[src/rtl/hazard_pkg.sv]
// Shared defaults and stall-cause bit positions for the scoreboard hazard unit.
package hazard_pkg;

    localparam int WB_LAT_DEF   = 2;
    localparam int FLAG_LAT_DEF = 1;

    localparam int CAUSE_LU   = 0;
    localparam int CAUSE_FLAG = 1;
    localparam int CAUSE_BR   = 2;
    localparam int CAUSE_W    = 3;

endpackage

[src/rtl/reg_pend_ctr.sv]
// Pending-result counter for one tracked resource: load on issue, count down to zero,
// freeze while memory is busy. The ld bit marks results still owed by a load.
module reg_pend_ctr #(
    parameter int               CNT_W    = 3,
    parameter logic [CNT_W-1:0] LOAD_VAL = '0
) (
    input  logic             clk,
    input  logic             rst_n,
    input  logic             freeze,
    input  logic             load,
    input  logic             ld_in,
    output logic [CNT_W-1:0] cnt,
    output logic             ld
);

    logic [CNT_W-1:0] cnt_q, cnt_d;
    logic             ld_q, ld_d;

    always_comb begin
        cnt_d = cnt_q;
        ld_d  = ld_q;
        if (!freeze) begin
            // a fresh issue wins over the countdown in the same cycle
            if (load) begin
                cnt_d = LOAD_VAL;
                ld_d  = ld_in;
            end else if (cnt_q != '0) begin
                cnt_d = cnt_q - CNT_W'(1);
                if (cnt_q == CNT_W'(1)) begin
                    ld_d = 1'b0;
                end
            end
        end
    end

    always_ff @(posedge clk or negedge rst_n) begin
        if (!rst_n) begin
            cnt_q <= '0;
            ld_q  <= 1'b0;
        end else begin
            cnt_q <= cnt_d;
            ld_q  <= ld_d;
        end
    end

    assign cnt = cnt_q;
    assign ld  = ld_q;

endmodule

[src/rtl/scoreboard_hazard_unit.sv]
// ID-stage hazard detection from a per-register scoreboard plus a flag counter;
// produces stall/flush controls, a live stall-cause vector and a saturating stall counter.
module scoreboard_hazard_unit
    import hazard_pkg::*;
#(
    parameter int REG_AW   = 4,
    parameter int WB_LAT   = WB_LAT_DEF,
    parameter int FLAG_LAT = FLAG_LAT_DEF,
    parameter int CNT_W    = 3,
    parameter int PERF_W   = 16
) (
    input  logic              clk,
    input  logic              rst_n,
    input  logic              id_valid,
    input  logic [REG_AW-1:0] id_rs,
    input  logic [REG_AW-1:0] id_rt,
    input  logic              id_rs_used,
    input  logic              id_rt_used,
    input  logic [REG_AW-1:0] id_rd,
    input  logic              id_regwrite,
    input  logic              id_is_load,
    input  logic              id_is_store,
    input  logic              id_sets_flags,
    input  logic              id_branch,
    input  logic              id_br,
    input  logic              mem_busy,
    input  logic              branch_mispredicted,
    input  logic              branch_taken,
    output logic              pc_stall,
    output logic              if_id_stall,
    output logic              id_flush,
    output logic              if_flush,
    output logic [CAUSE_W-1:0] stall_cause,
    output logic [PERF_W-1:0] stall_count
);

    localparam int               NUM_REGS   = 2**REG_AW;
    localparam logic [CNT_W-1:0] WB_LAT_C   = CNT_W'(WB_LAT);
    localparam logic [CNT_W-1:0] FLAG_LAT_C = CNT_W'(FLAG_LAT);

    logic [CNT_W-1:0]    pend [NUM_REGS];
    logic [NUM_REGS-1:0] ld;
    logic [CNT_W-1:0]    flag_pend;
    logic                unused_flag_ld;
    logic                hazard;
    logic                issue;

    // register 0 is hard-wired idle so it can never produce a match
    generate
        for (genvar gi = 0; gi < NUM_REGS; gi++) begin : g_reg
            if (gi == 0) begin : g_zero
                assign pend[gi] = '0;
                assign ld[gi]   = 1'b0;
            end else begin : g_ctr
                reg_pend_ctr #(
                    .CNT_W    (CNT_W),
                    .LOAD_VAL (WB_LAT_C)
                ) u_ctr (
                    .clk    (clk),
                    .rst_n  (rst_n),
                    .freeze (mem_busy),
                    .load   (issue && id_regwrite && (id_rd == REG_AW'(gi))),
                    .ld_in  (id_is_load),
                    .cnt    (pend[gi]),
                    .ld     (ld[gi])
                );
            end
        end
    endgenerate

    reg_pend_ctr #(
        .CNT_W    (CNT_W),
        .LOAD_VAL (FLAG_LAT_C)
    ) u_flag_ctr (
        .clk    (clk),
        .rst_n  (rst_n),
        .freeze (mem_busy),
        .load   (issue && id_sets_flags),
        .ld_in  (1'b0),
        .cnt    (flag_pend),
        .ld     (unused_flag_ld)
    );

    always_comb begin
        stall_cause = '0;
        // store data can be forwarded MEM-to-MEM, so a store's rt never waits on a load
        stall_cause[CAUSE_LU] = (id_rs_used && ld[id_rs] && (pend[id_rs] == WB_LAT_C)) ||
                                (id_rt_used && ld[id_rt] && (pend[id_rt] == WB_LAT_C) && !id_is_store);
        stall_cause[CAUSE_FLAG] = (id_branch || id_br) && (flag_pend != '0);
        stall_cause[CAUSE_BR]   = id_br && (pend[id_rs] != '0);
    end

    assign hazard      = |stall_cause;
    assign if_flush    = branch_mispredicted && branch_taken;
    assign issue       = id_valid && !hazard && !mem_busy && !if_flush;
    assign pc_stall    = hazard || mem_busy;
    assign if_id_stall = hazard || mem_busy;
    assign id_flush    = hazard && !mem_busy;

    logic [PERF_W-1:0] stall_count_q, stall_count_d;

    always_comb begin
        stall_count_d = stall_count_q;
        if (hazard && !mem_busy && (stall_count_q != '1)) begin
            stall_count_d = stall_count_q + PERF_W'(1);
        end
    end

    always_ff @(posedge clk or negedge rst_n) begin
        if (!rst_n) begin
            stall_count_q <= '0;
        end else begin
            stall_count_q <= stall_count_d;
        end
    end

    assign stall_count = stall_count_q;

endmodule

[config.mk]
export PLATFORM = sky130hd
export DESIGN_NAME = scoreboard_hazard_unit
export DESIGN_NICKNAME = d
export VERILOG_FILES = /design/src/rtl/hazard_pkg.sv /design/src/rtl/reg_pend_ctr.sv /design/src/rtl/scoreboard_hazard_unit.sv
export SDC_FILE = /design/constraint.sdc
export NUM_CORES = 1
export LEC_CHECK = 0
export BUFFER_PORTS_ARGS = -buffer_cell sky130_fd_sc_hd__buf_2
export CORE_MARGIN = 2
export CORE_UTILIZATION = 61
export CTS_CLUSTER_DIAMETER = 100
export DETAILED_ROUTE_END_ITERATION = 8
export GPL_TIMING_DRIVEN = 0
export HOLD_SLACK_MARGIN = 0.06
export PLACE_DENSITY_LB_ADDON = 0.1
export SLEW_MARGIN = 5
export SYNTH_ARGS = -nofsm -noshare
export SYNTH_HDL_FRONTEND = slang
export SYNTH_SLANG_ARGS = --single-unit
[constraint.sdc]
create_clock -name clk -period 4 [get_ports clk]
set_input_delay 0.4 -clock clk [delete_from_list [all_inputs] [get_ports clk]]
set_output_delay 0.4 -clock clk [all_outputs]
set_load 0.1 [all_outputs]
==> impl_metrics.yaml, run 1 <==
worst_setup_path:
  cp-start-kind: "register"
  cp.depth: 9
  regToRegStartpoint: "u_flag_ctr.cnt[0]"
  worst-path-buf-inv: 3
  worstPathArrival_ns: 3.41
  worstPathMaxFanout: 8
  crit_end: "pc_stall"
  worstSetupPathType: "register to primary output"
  rr_endpoint: "g_reg[10].g_ctr.u_ctr.cnt[1]"
  r2r_slack_ns: 0.68
  endpoint_kind: "primary output"
  cpPeakStageDelay_ns: 0.53
  cp_top_family: "multiplexers"
  slowest_stage: "mux4_1"
  cp.required_ns: 3.60
  reg2regPathDepth: 11
  startpoint: "g_reg[9].g_ctr.u_ctr.cnt[1]"
  worstPathCellList: "mux4_1, mux2_2, o21bai_1, o221a_4, or4_4, buf_6, or3_1, buf_4, buf_2"
global_route:
  grt_pass1_vias: 5613
  gr-usage-met2_pct: 54.4
  use_met1_pct: 46.5
  grt_max_degree: 49
  grt_first_pass_wirelength_mm: 29.3
  grt_busiest_layer: "met2"
  track_usage_pct: 34.6
  grt-ovfl-total: 0
  met3_usage_pct: 6.86
  grt_antenna_before_repair: 0
cells_and_area:
  n_antenna_cell: 0
  syn2layout_area_growth_pct: 10.6
  final_cell_mix: "dfrtp_1, inv_1, buf_2, nand2b_1, ha_1"
  final_common_cell: "dfrtp_1"
  fin_cells: 867
  final_util_pct: 69.1
  final_design_area_no_fill_um2: 6720
  final_layout_size_suffix_gt1_share_pct: 13.8
  layout.nets: 803
placed_design:
  dpl_cell_area_um2: 6490
  pre_cts_ws_ns: 0.442
  numPortBuffers: 43
  post-dp-hpwl_mm: 13.0
  finalWeightedCongestion: 0.927
  post-place-cells: 850
sta:
  setup_tns_ns: 0
  rsz0062_at_grt: "false"
  slew_violations: 0
  tightest_slew_ns: 1.07
  min_period_ns: 3.81
  finalSetupViolCount: 0
  fin_crit_sh_pct: 95.2
  slew_headroom_pct: 27.7
  finClkSkew_ns: 0.0100
  hold_viol_final: 0
  max_clock_freq_mhz: 263
  fin_ws_ns: 0.191
route:
  routedWlPerCell_um: 21.1
  drt_iter0_drc: 498
  via_per_inst: 6.64
  antenna_left: 0
  wl_mm: 18.3
  drc: 0
  routed-via-count: 5753
  dr.pass1.iters: 6
power_and_ir_drop:
  p_int_mw: 2.18
  power_switching_share_pct: 47.6
  p_clk_share_pct: 16.4
  comb_power_share_pct: 48.6
  p_per_area_nw_per_um2: 620
  p_leak_nw: 3.12
  p_switching_mw: 1.98
  seq_power_share_pct: 35.0
  ir_drop_mv: 0.980
floorplan:
  die-width_um: 104
  num_rows: 36
  die-area_um2: 10800
  initial_utilization_pct: 62.4
  core_area_um2: 9730
  ioPinCount: 49
  fp.dieH_um: 104
clocking:
  cts_tree: "done"
  clk_latency_ns: 0.37
  htreeDepth: 3
  clk_pin_slew_ns: 0.09
  clockBufferDepth: 2
  cts_root_buffer: "clkbuf_8"
  cts_made_buffers: 9
  clkSinkCount: 79
  cts_resized: 0
synthesis:
  yosysSeqAreaShare_pct: 32.5
  synthCells: 673
  syn-cell-area_um2: 6080
  syn_avg_cell_area_um2: 9.03
  yosysWarnings: 0
  synth_edf_count: 0
  synth-async-reset-ratio_pct: 100
  ys_types: 65
  synthesis.nets: 747
  ys_ff_latch: 79
  synth_ff_type: "dfrtp_1"
job:
  maxCapViolations: 0
status:
  status: "finished, final reports clean"
hold_path:
  min_path_type: "primary input to register"
==> cell type report <==
type	instances	area, um^2
Buffer	39	190
Multi-Input combinational cell	500	3710
Clock inverter	6	85.1
Inverter	55	206
Sequential cell	79	1980
Timing Repair Buffer	45	255
Fill cell	821	3010
Tap cell	133	166
Clock buffer	10	128
==> synthesized netlist by cell type (14+ instances only) <==
cell	instances	share of area [%]
a211oi_1	19	2.3
a21oi_1	38	3.1
a221o_1	14	2.3
clkbuf_1	22	1.4
dfrtp_1	79	33
ha_1	48	9.9
inv_1	54	3.3
nand2_1	38	2.3
nand2b_1	51	5.3
nand3_1	41	3.4
nor2_1	43	2.7
==> through the flow <==
step | power (mW) | hold WS, ns
final | 4.16 | 0.231
after floorplan | 2.91 | 0.104
after detailed placement | 3.44 | 0.381
after global placement | 3.33 | 0.478
after CTS | 4.12 | 0.226
after global routing | 4.42 | 0.241
==> cells by family (layout without fill, tap and decap cells) <==
group | after synthesis | after routing | share of synthesized area, %
and+or+nand+nor | 252 | 252 | 23.0
AOI/OAI and AO/OA | 166 | 166 | 20.9
buffers and inverters | 94 | 155 | 6.53
DFF | 79 | 79 | 32.5
adders and majority gates | 48 | 48 | 9.88
muxes | 19 | 19 | 4.92
xor gates and xnor gates | 15 | 15 | 2.16
==> power by group through the flow <==
stage / Clock (mW) / Combinational, mW / Sequential [mW]
floorplan: 0 / 1.33 / 1.58
global placement: 0 / 1.90 / 1.44
detailed placement: 0 / 1.99 / 1.45
CTS: 0.683 / 2.00 / 1.44
global route: 0.718 / 2.20 / 1.50
finish: 0.683 / 2.02 / 1.46
==> worst min path at each step <==
stage	start	endpoint	slack [ns]	cells past startpoint
2_1_floorplan	rst_n	g_reg[10].g_ctr.u_ctr.cnt[0]	0.10	0
3_5_place_dp	rst_n	g_reg[1].g_ctr.u_ctr.cnt[2]	0.38	1
6_report	id_sets_flags	u_flag_ctr.cnt[1]	0.23	2
4_1_cts	id_sets_flags	u_flag_ctr.cnt[1]	0.23	2
5_1_grt	id_sets_flags	u_flag_ctr.cnt[1]	0.24	2
3_3_place_gp	stall_count[11]	stall_count[11]	0.48	1
==> routing by layer <==
| layer | part of all wire [%] | vias up |
|---|---|---|
| met1 | 41 | 2815 |
| li1 | - | 2581 |
| met2 | 47 | 304 |
| met4 | 3.0 | 0 |
| met3 | 9.4 | 53 |
| met5 | 0 | - |
==> state kept, by name (all words and copies together), names as in the netlist <==
signal and cells:
stall_count 16, g.g_ctr.u_ctr.ld 15, u_flag_ctr.cnt 3, g.g_ctr.u_ctr.cnt 45
==> what timing repair did <==
item / 4_1_cts / 5_1_grt
hold buffers: 1 / 0
buffers inserted: 0 / 0
endpoints found under the hold margin: 31 / 0
Power figures use the tool's default switching activity.
==> run 2, diff against run 1 <==
--- a/config.mk
+++ b/config.mk
@@ -7,7 +7,7 @@
 export LEC_CHECK = 0
 export BUFFER_PORTS_ARGS = -buffer_cell sky130_fd_sc_hd__buf_2
 export CORE_MARGIN = 2
-export CORE_UTILIZATION = 61
+export CORE_UTILIZATION = 65
 export CTS_CLUSTER_DIAMETER = 100
 export DETAILED_ROUTE_END_ITERATION = 8
 export GPL_TIMING_DRIVEN = 0
==> constraint.sdc (replaced) <==
create_clock -name clk -period 4.9 [get_ports clk]
set_input_delay 0.49 -clock clk [delete_from_list [all_inputs] [get_ports clk]]
set_output_delay 0.49 -clock clk [all_outputs]
set_load 0.1 [all_outputs]
==> run 2 against run 1 <==
Against the previous run: critical path depth is the same; final cell count down 2.5%; cell area shrank 0.61%; worst hold slack gained 0.088 ns; combinational power is 19% lower; largest power group unchanged.
==> impl_metrics.yaml, run 2 (synthesis results as in run 1) <==
floorplan:
  initial_utilization_pct: 66.4
  die-width_um: 101
  num_rows: 35
  core_area_um2: 9150
  ioPinCount: 49
  die-area_um2: 10100
  fp.dieH_um: 101
clocking:
  clkSinkCount: 79
  clk_latency_ns: 0.37
  cts_resized: 0
  cts_root_buffer: "clkbuf_8"
  htreeDepth: 3
  cts_tree: "done"
  clk_pin_slew_ns: 0.09
  cts_made_buffers: 9
  clockBufferDepth: 2
cells_and_area:
  final_layout_size_suffix_gt1_share_pct: 13.8
  syn2layout_area_growth_pct: 9.97
  n_antenna_cell: 0
  layout.nets: 803
  seq_area_um2: 1980
  final_util_pct: 73.0
  largest_reg_flops: 45
  final_common_cell: "dfrtp_1"
  multi_input_area_um2: 3710
  final_cell_mix: "dfrtp_1, inv_1, buf_2, nand2b_1, ha_1"
  num-fill-cells: 709
global_route:
  grt_first_pass_wirelength_mm: 27.8
  grt-ovfl-total: 0
  grt_pass1_vias: 5415
  grt_max_degree: 55
  track_usage_pct: 35.6
  grt_antenna_before_repair: 0
worst_setup_path:
  worstPathMaxFanout: 8
  worstSetupPathType: "register to primary output"
  cp.required_ns: 4.41
  endpoint_kind: "primary output"
  worstPathArrival_ns: 3.38
  cp-start-kind: "register"
placed_design:
  post-dp-hpwl_mm: 12.7
  pre_cts_ws_ns: 1.19
  finalWeightedCongestion: 0.975
  numPortBuffers: 43
route:
  routedWlPerCell_um: 20.7
  via_per_inst: 6.74
  dr.pass1.iters: 5
  antenna_left: 0
  drt_iter0_drc: 667
  routed-via-count: 5698
  drc: 0
  wl_mm: 17.5
hold_path:
  min_path_type: "primary input to register"
sta:
  slew_headroom_pct: 13.0
  slew_violations: 0
  setup_tns_ns: 0
  hold_slack_ns: 0.319
  finClkSkew_ns: 0.0150
  rsz0062_at_grt: "false"
  max_clock_freq_mhz: 258
  fin_crit_sh_pct: 79.0
  finalSetupViolCount: 0
  min_period_ns: 3.87
  tightest_slew_ns: 1.29
  fin_ws_ns: 1.03
  hold_viol_final: 0
power_and_ir_drop:
  p_per_area_nw_per_um2: 503
  ir_drop_mv: 0.656
  total_power_mw: 3.36
  p_leak_nw: 3.11
status:
  status: "finished, final reports clean"
job:
  maxCapViolations: 0
## run 2: changes by cell type in the layout (fill, tap and decap cells not counted), sizes merged
cell	delta
inv	+1
bufinv	-1
## run 2: worst paths after layout
| path | to | cells past startpoint | slack, ns | startpoint |
|---|---|---|---|---|
| worst max-delay path | pc_stall | 9 | 1.03 | g_reg[9].g_ctr.u_ctr.cnt[1] |
| worst min-delay path | u_flag_ctr.cnt[1] | 2 | 0.32 | id_sets_flags |
| worst max register to register | g_reg[9].g_ctr.u_ctr.cnt[1] | 9 | 1.50 | u_flag_ctr.cnt[0] |
| worst min register to register | stall_count[11] | 1 | 0.51 | stall_count[11] |
| max in group asynchronous | g_reg[14].g_ctr.u_ctr.ld | 3 | 3.71 | rst_n |
| min in group asynchronous | g_reg[1].g_ctr.u_ctr.cnt[2] | 2 | 0.57 | rst_n |
## run 2: final cells by class
class | count | share of cell area (%)
clock inverters | 6 | 1.01
flip-flops and latches | 79 | 29.6
well taps | 111 | 2.08
inverters | 55 | 3.09
multi-input cells | 500 | 55.5
plain buffers | 39 | 2.85
clock buffers | 10 | 2.06
repair buffers | 45 | 3.82
## run 2: routing by layer
| layer | wire length [um] | GRT usage, % |
|---|---|---|
| met4 | 387 | 14.2 |
| met3 | 1750 | 6.80 |
| met2 | 8080 | 54.9 |
| met5 | 0 | 0 |
| met1 | 7280 | 49.7 |
## run 2: timing repair
item | 4_1_cts | 5_1_grt
setup buffers | 0 | 0
endpoints found under the hold margin | 22 | 0
hold buffers | 1 | 0
setup endpoints to repair | 0 | 0
## run 2: power breakdown
group / total (mW) / leakage, nW / internal [mW] / switching (mW)
Clock: 0.523 / 0.0989 / 0.251 / 0.272
Combinational: 1.64 / 2.16 / 0.618 / 1.02
Sequential: 1.20 / 0.857 / 0.878 / 0.326
## run 2: per-stage QoR
step           std cells  area [um^2]
6_report             845         6680
5_1_grt              845         6680
4_1_cts              845         6680
3_5_place_dp         828         6460
3_3_place_gp         827         6430
2_1_floorplan        673         6080
## run 2: worst max-delay path, stage by stage (launching register included)
cell and delay, ns:
dfrtp_1 0.44, mux4_1 0.51, mux2_2 0.28, o21bai_1 0.16, o221a_4 0.26, or4_4 0.41, buf_6 0.16, or3_1 0.35
buf_4 0.15, buf_2 0.28
==> run 3, diff against run 2 <==
--- a/config.mk
+++ b/config.mk
@@ -5,9 +5,10 @@
 export SDC_FILE = /design/constraint.sdc
 export NUM_CORES = 1
 export LEC_CHECK = 0
+export ABC_AREA = 1
 export BUFFER_PORTS_ARGS = -buffer_cell sky130_fd_sc_hd__buf_2
 export CORE_MARGIN = 2
-export CORE_UTILIZATION = 65
+export CORE_UTILIZATION = 61
 export CTS_CLUSTER_DIAMETER = 100
 export DETAILED_ROUTE_END_ITERATION = 8
 export GPL_TIMING_DRIVEN = 0
==> constraint.sdc (replaced) <==
create_clock -name clk -period 3.9 [get_ports clk]
set_input_delay 0.39 -clock clk [delete_from_list [all_inputs] [get_ports clk]]
set_output_delay 0.39 -clock clk [all_outputs]
set_load 0.1 [all_outputs]
==> run 3 against run 2 <==
Against the previous run: worst setup slack got worse by 0.50 ns; highest routed layer unchanged; non-clock buffer count is 17 lower; count of clock-buffer cells in the layout grew 1; final cell count is 25% higher; global-route usage shrank 5.2 points; critical endpoint unchanged.
==> impl_metrics.yaml, run 3 <==
cells_and_area:
  final_design_area_no_fill_um2: 6730
  n_antenna_cell: 0
  multi_input_area_um2: 3500
  final_layout_size_suffix_gt1_share_pct: 12.9
  final_cell_mix: "nand2_1, inv_1, dfrtp_1, nand3_1, nor2_1"
  final_util_pct: 69.5
  largest_reg_flops: 45
  final_common_cell: "nand2_1"
  layout.nets: 991
  seq_area_um2: 1980
  fin_cells: 1055
  syn2layout_area_growth_pct: 11.2
  num-fill-cells: 821
synthesis:
  synth_top_family_by_area: "simple AND/OR/NAND/NOR gates"
  synthesis.nets: 934
  synthTopCellsByCount: "nand2_1, inv_1, dfrtp_1"
  yosys.area.top_type: "dfrtp_1"
  syn-cell-area_um2: 6050
  synth-compound-area-share_pct: 4.76
  synth_top_area_share_pct: 32.7
  synth-simple-area-share_pct: 38.6
  synth_fa_ha_area_share_pct: 9.92
  synth_xor_area_share_pct: 4.49
  synthCells: 860
  yosysSeqAreaShare_pct: 32.7
  syn_avg_cell_area_um2: 7.04
  synth.area.top_cells: "dfrtp_1, nand2_1, ha_1"
  synth_mux_area_share_pct: 0
  synth_edf_count: 0
  ys_types: 32
  yosysWarnings: 0
  synth_ff_type: "dfrtp_1"
  ys_ff_latch: 79
  yosysMostFrequentCell: "nand2_1"
  synth-async-reset-ratio_pct: 100
worst_setup_path:
  startpoint: "g_reg[12].g_ctr.u_ctr.cnt[2]"
  regToRegStartpoint: "g_reg[12].g_ctr.u_ctr.cnt[2]"
  worstPathMaxFanout: 10
  cp.required_ns: 3.51
  endpoint_kind: "primary output"
  worstPathArrival_ns: 2.98
  cp-start-kind: "register"
  worstSetupPathType: "register to primary output"
route:
  antenna_left: 0
  wl_met3_um: 840
  routedWlPerCell_um: 14.8
  drc: 0
  dr.pass1.iters: 5
  top_layer: "met4"
  drt_iter0_drc: 381
  via_per_inst: 5.33
  wl_mm: 15.6
  routed-via-count: 5624
  wl_met1_mm: 6.93
  wl_met2_mm: 7.39
clocking:
  cts_root_buffer: "clkbuf_8"
  clockBufferDepth: 2
  clk_pin_slew_ns: 0.08
  clk_latency_ns: 0.38
  cts_setup_buffers: 0
  htreeDepth: 3
  cts_resized: 0
  cts_tree: "done"
  clkSinkCount: 79
  cts_made_buffers: 9
  cts_hold_buf: 1
sta:
  hold_slack_ns: 0.247
  finClkSkew_ns: 0.0109
  fin_ws_ns: 0.525
  tightest_slew_ns: 0.821
  slew_violations: 0
  rsz0062_at_grt: "false"
  finalSetupViolCount: 0
  fin_crit_sh_pct: 86.5
  min_period_ns: 3.37
  slew_headroom_pct: 45.3
  setup_tns_ns: 0
  hold_viol_final: 0
  max_clock_freq_mhz: 296
power_and_ir_drop:
  p_leak_nw: 3.79
  ir_drop_mv: 0.638
  total_power_mw: 4.48
  p_per_area_nw_per_um2: 665
placed_design:
  post-dp-hpwl_mm: 11.8
  numPortBuffers: 44
  post-place-cells: 1038
  dpl_cell_area_um2: 6460
  finalWeightedCongestion: 0.983
  pre_cts_ws_ns: 0.730
global_route:
  grt-ovfl-total: 0
  grt_max_degree: 43
  grt_pass1_vias: 5422
  track_usage_pct: 30.5
  grt_antenna_before_repair: 0
  grt_first_pass_wirelength_mm: 26.1
job:
  maxCapViolations: 0
floorplan:
  initial_utilization_pct: 62.5
  num_rows: 36
  fp.dieH_um: 104
  die-area_um2: 10700
  core_area_um2: 9680
  ioPinCount: 49
  die-width_um: 104
hold_path:
  min_path_type: "primary input to register"
  hold_start: "id_is_load"
status:
  status: "finished, final reports clean"
run 3: changes by cell type after synthesis, moves of 14 or more:
cell / change
clkbuf_1: -18
o21ai_1: +41
nand2b_1: -51
a211oi_1: -19
nor2_1: +18
xor2_1: +16
inv_1: +60
nand2_2: +19
a21oi_1: -35
nand3_1: +29
nand2_1: +266
a221o_1: -14
run 3: layer usage:
metal  track usage (%)  vias to the layer above
li1                  -                     2795
met3              6.36                       25
met4              12.2                        0
met1              39.2                     2645
met2              50.3                      159
met5                 0                        -
run 3: logic make-up (layout without fill, tap and decap cells):
group | after synthesis | count (layout)
XOR/XNOR | 31 | 31
adder cells (fa/ha/maj) | 48 | 48
flip-flops | 79 | 79
AND/OR/NAND/NOR | 506 | 506
buffers and inverters | 139 | 201
AO/OA/AOI/OAI | 57 | 57
run 3: cell type report:
class	count	share of cell area [%]
multi-input cells	642	52.0
flip-flops and latches	79	29.4
inverters	118	6.62
repair buffers	46	3.76
well taps	133	2.47
clock buffers	11	2.25
plain buffers	21	1.95
clock inverters	5	1.54
run 3: final timing paths:
kind	endpoint	slack (ns)	cells past startpoint
worst max-delay path	pc_stall	0.53	15
worst min-delay path	g_reg[8].g_ctr.u_ctr.ld	0.25	3
worst max register to register	u_flag_ctr.cnt[1]	1.08	17
worst min register to register	g_reg[2].g_ctr.u_ctr.cnt[1]	0.47	2
max in group asynchronous	stall_count[5]	2.77	3
min in group asynchronous	g_reg[2].g_ctr.u_ctr.cnt[0]	0.53	2
run 3: worst max-delay path: stages, from the launching register on:
cell,delay [ns]
dfrtp_1,0.44
nor2_1,0.22
nand2_1,0.09
nand2_1,0.08
inv_1,0.04
nand3_1,0.06
nand3_1,0.08
nand2_1,0.08
nand2_1,0.10
nand2_2,0.09
nand2_2,0.07
nor3_4,0.53
buf_8,0.27
inv_1,0.07
buf_4,0.12
buf_2,0.28
run 3: report_power, final:
| part | total, mW | internal [mW] | leakage, nW | switching [mW] |
|---|---|---|---|---|
| Sequential | 1.40 | 1.10 | 1.01 | 0.303 |
| Combinational | 2.29 | 0.763 | 2.66 | 1.53 |
| Clock | 0.782 | 0.460 | 0.130 | 0.322 |
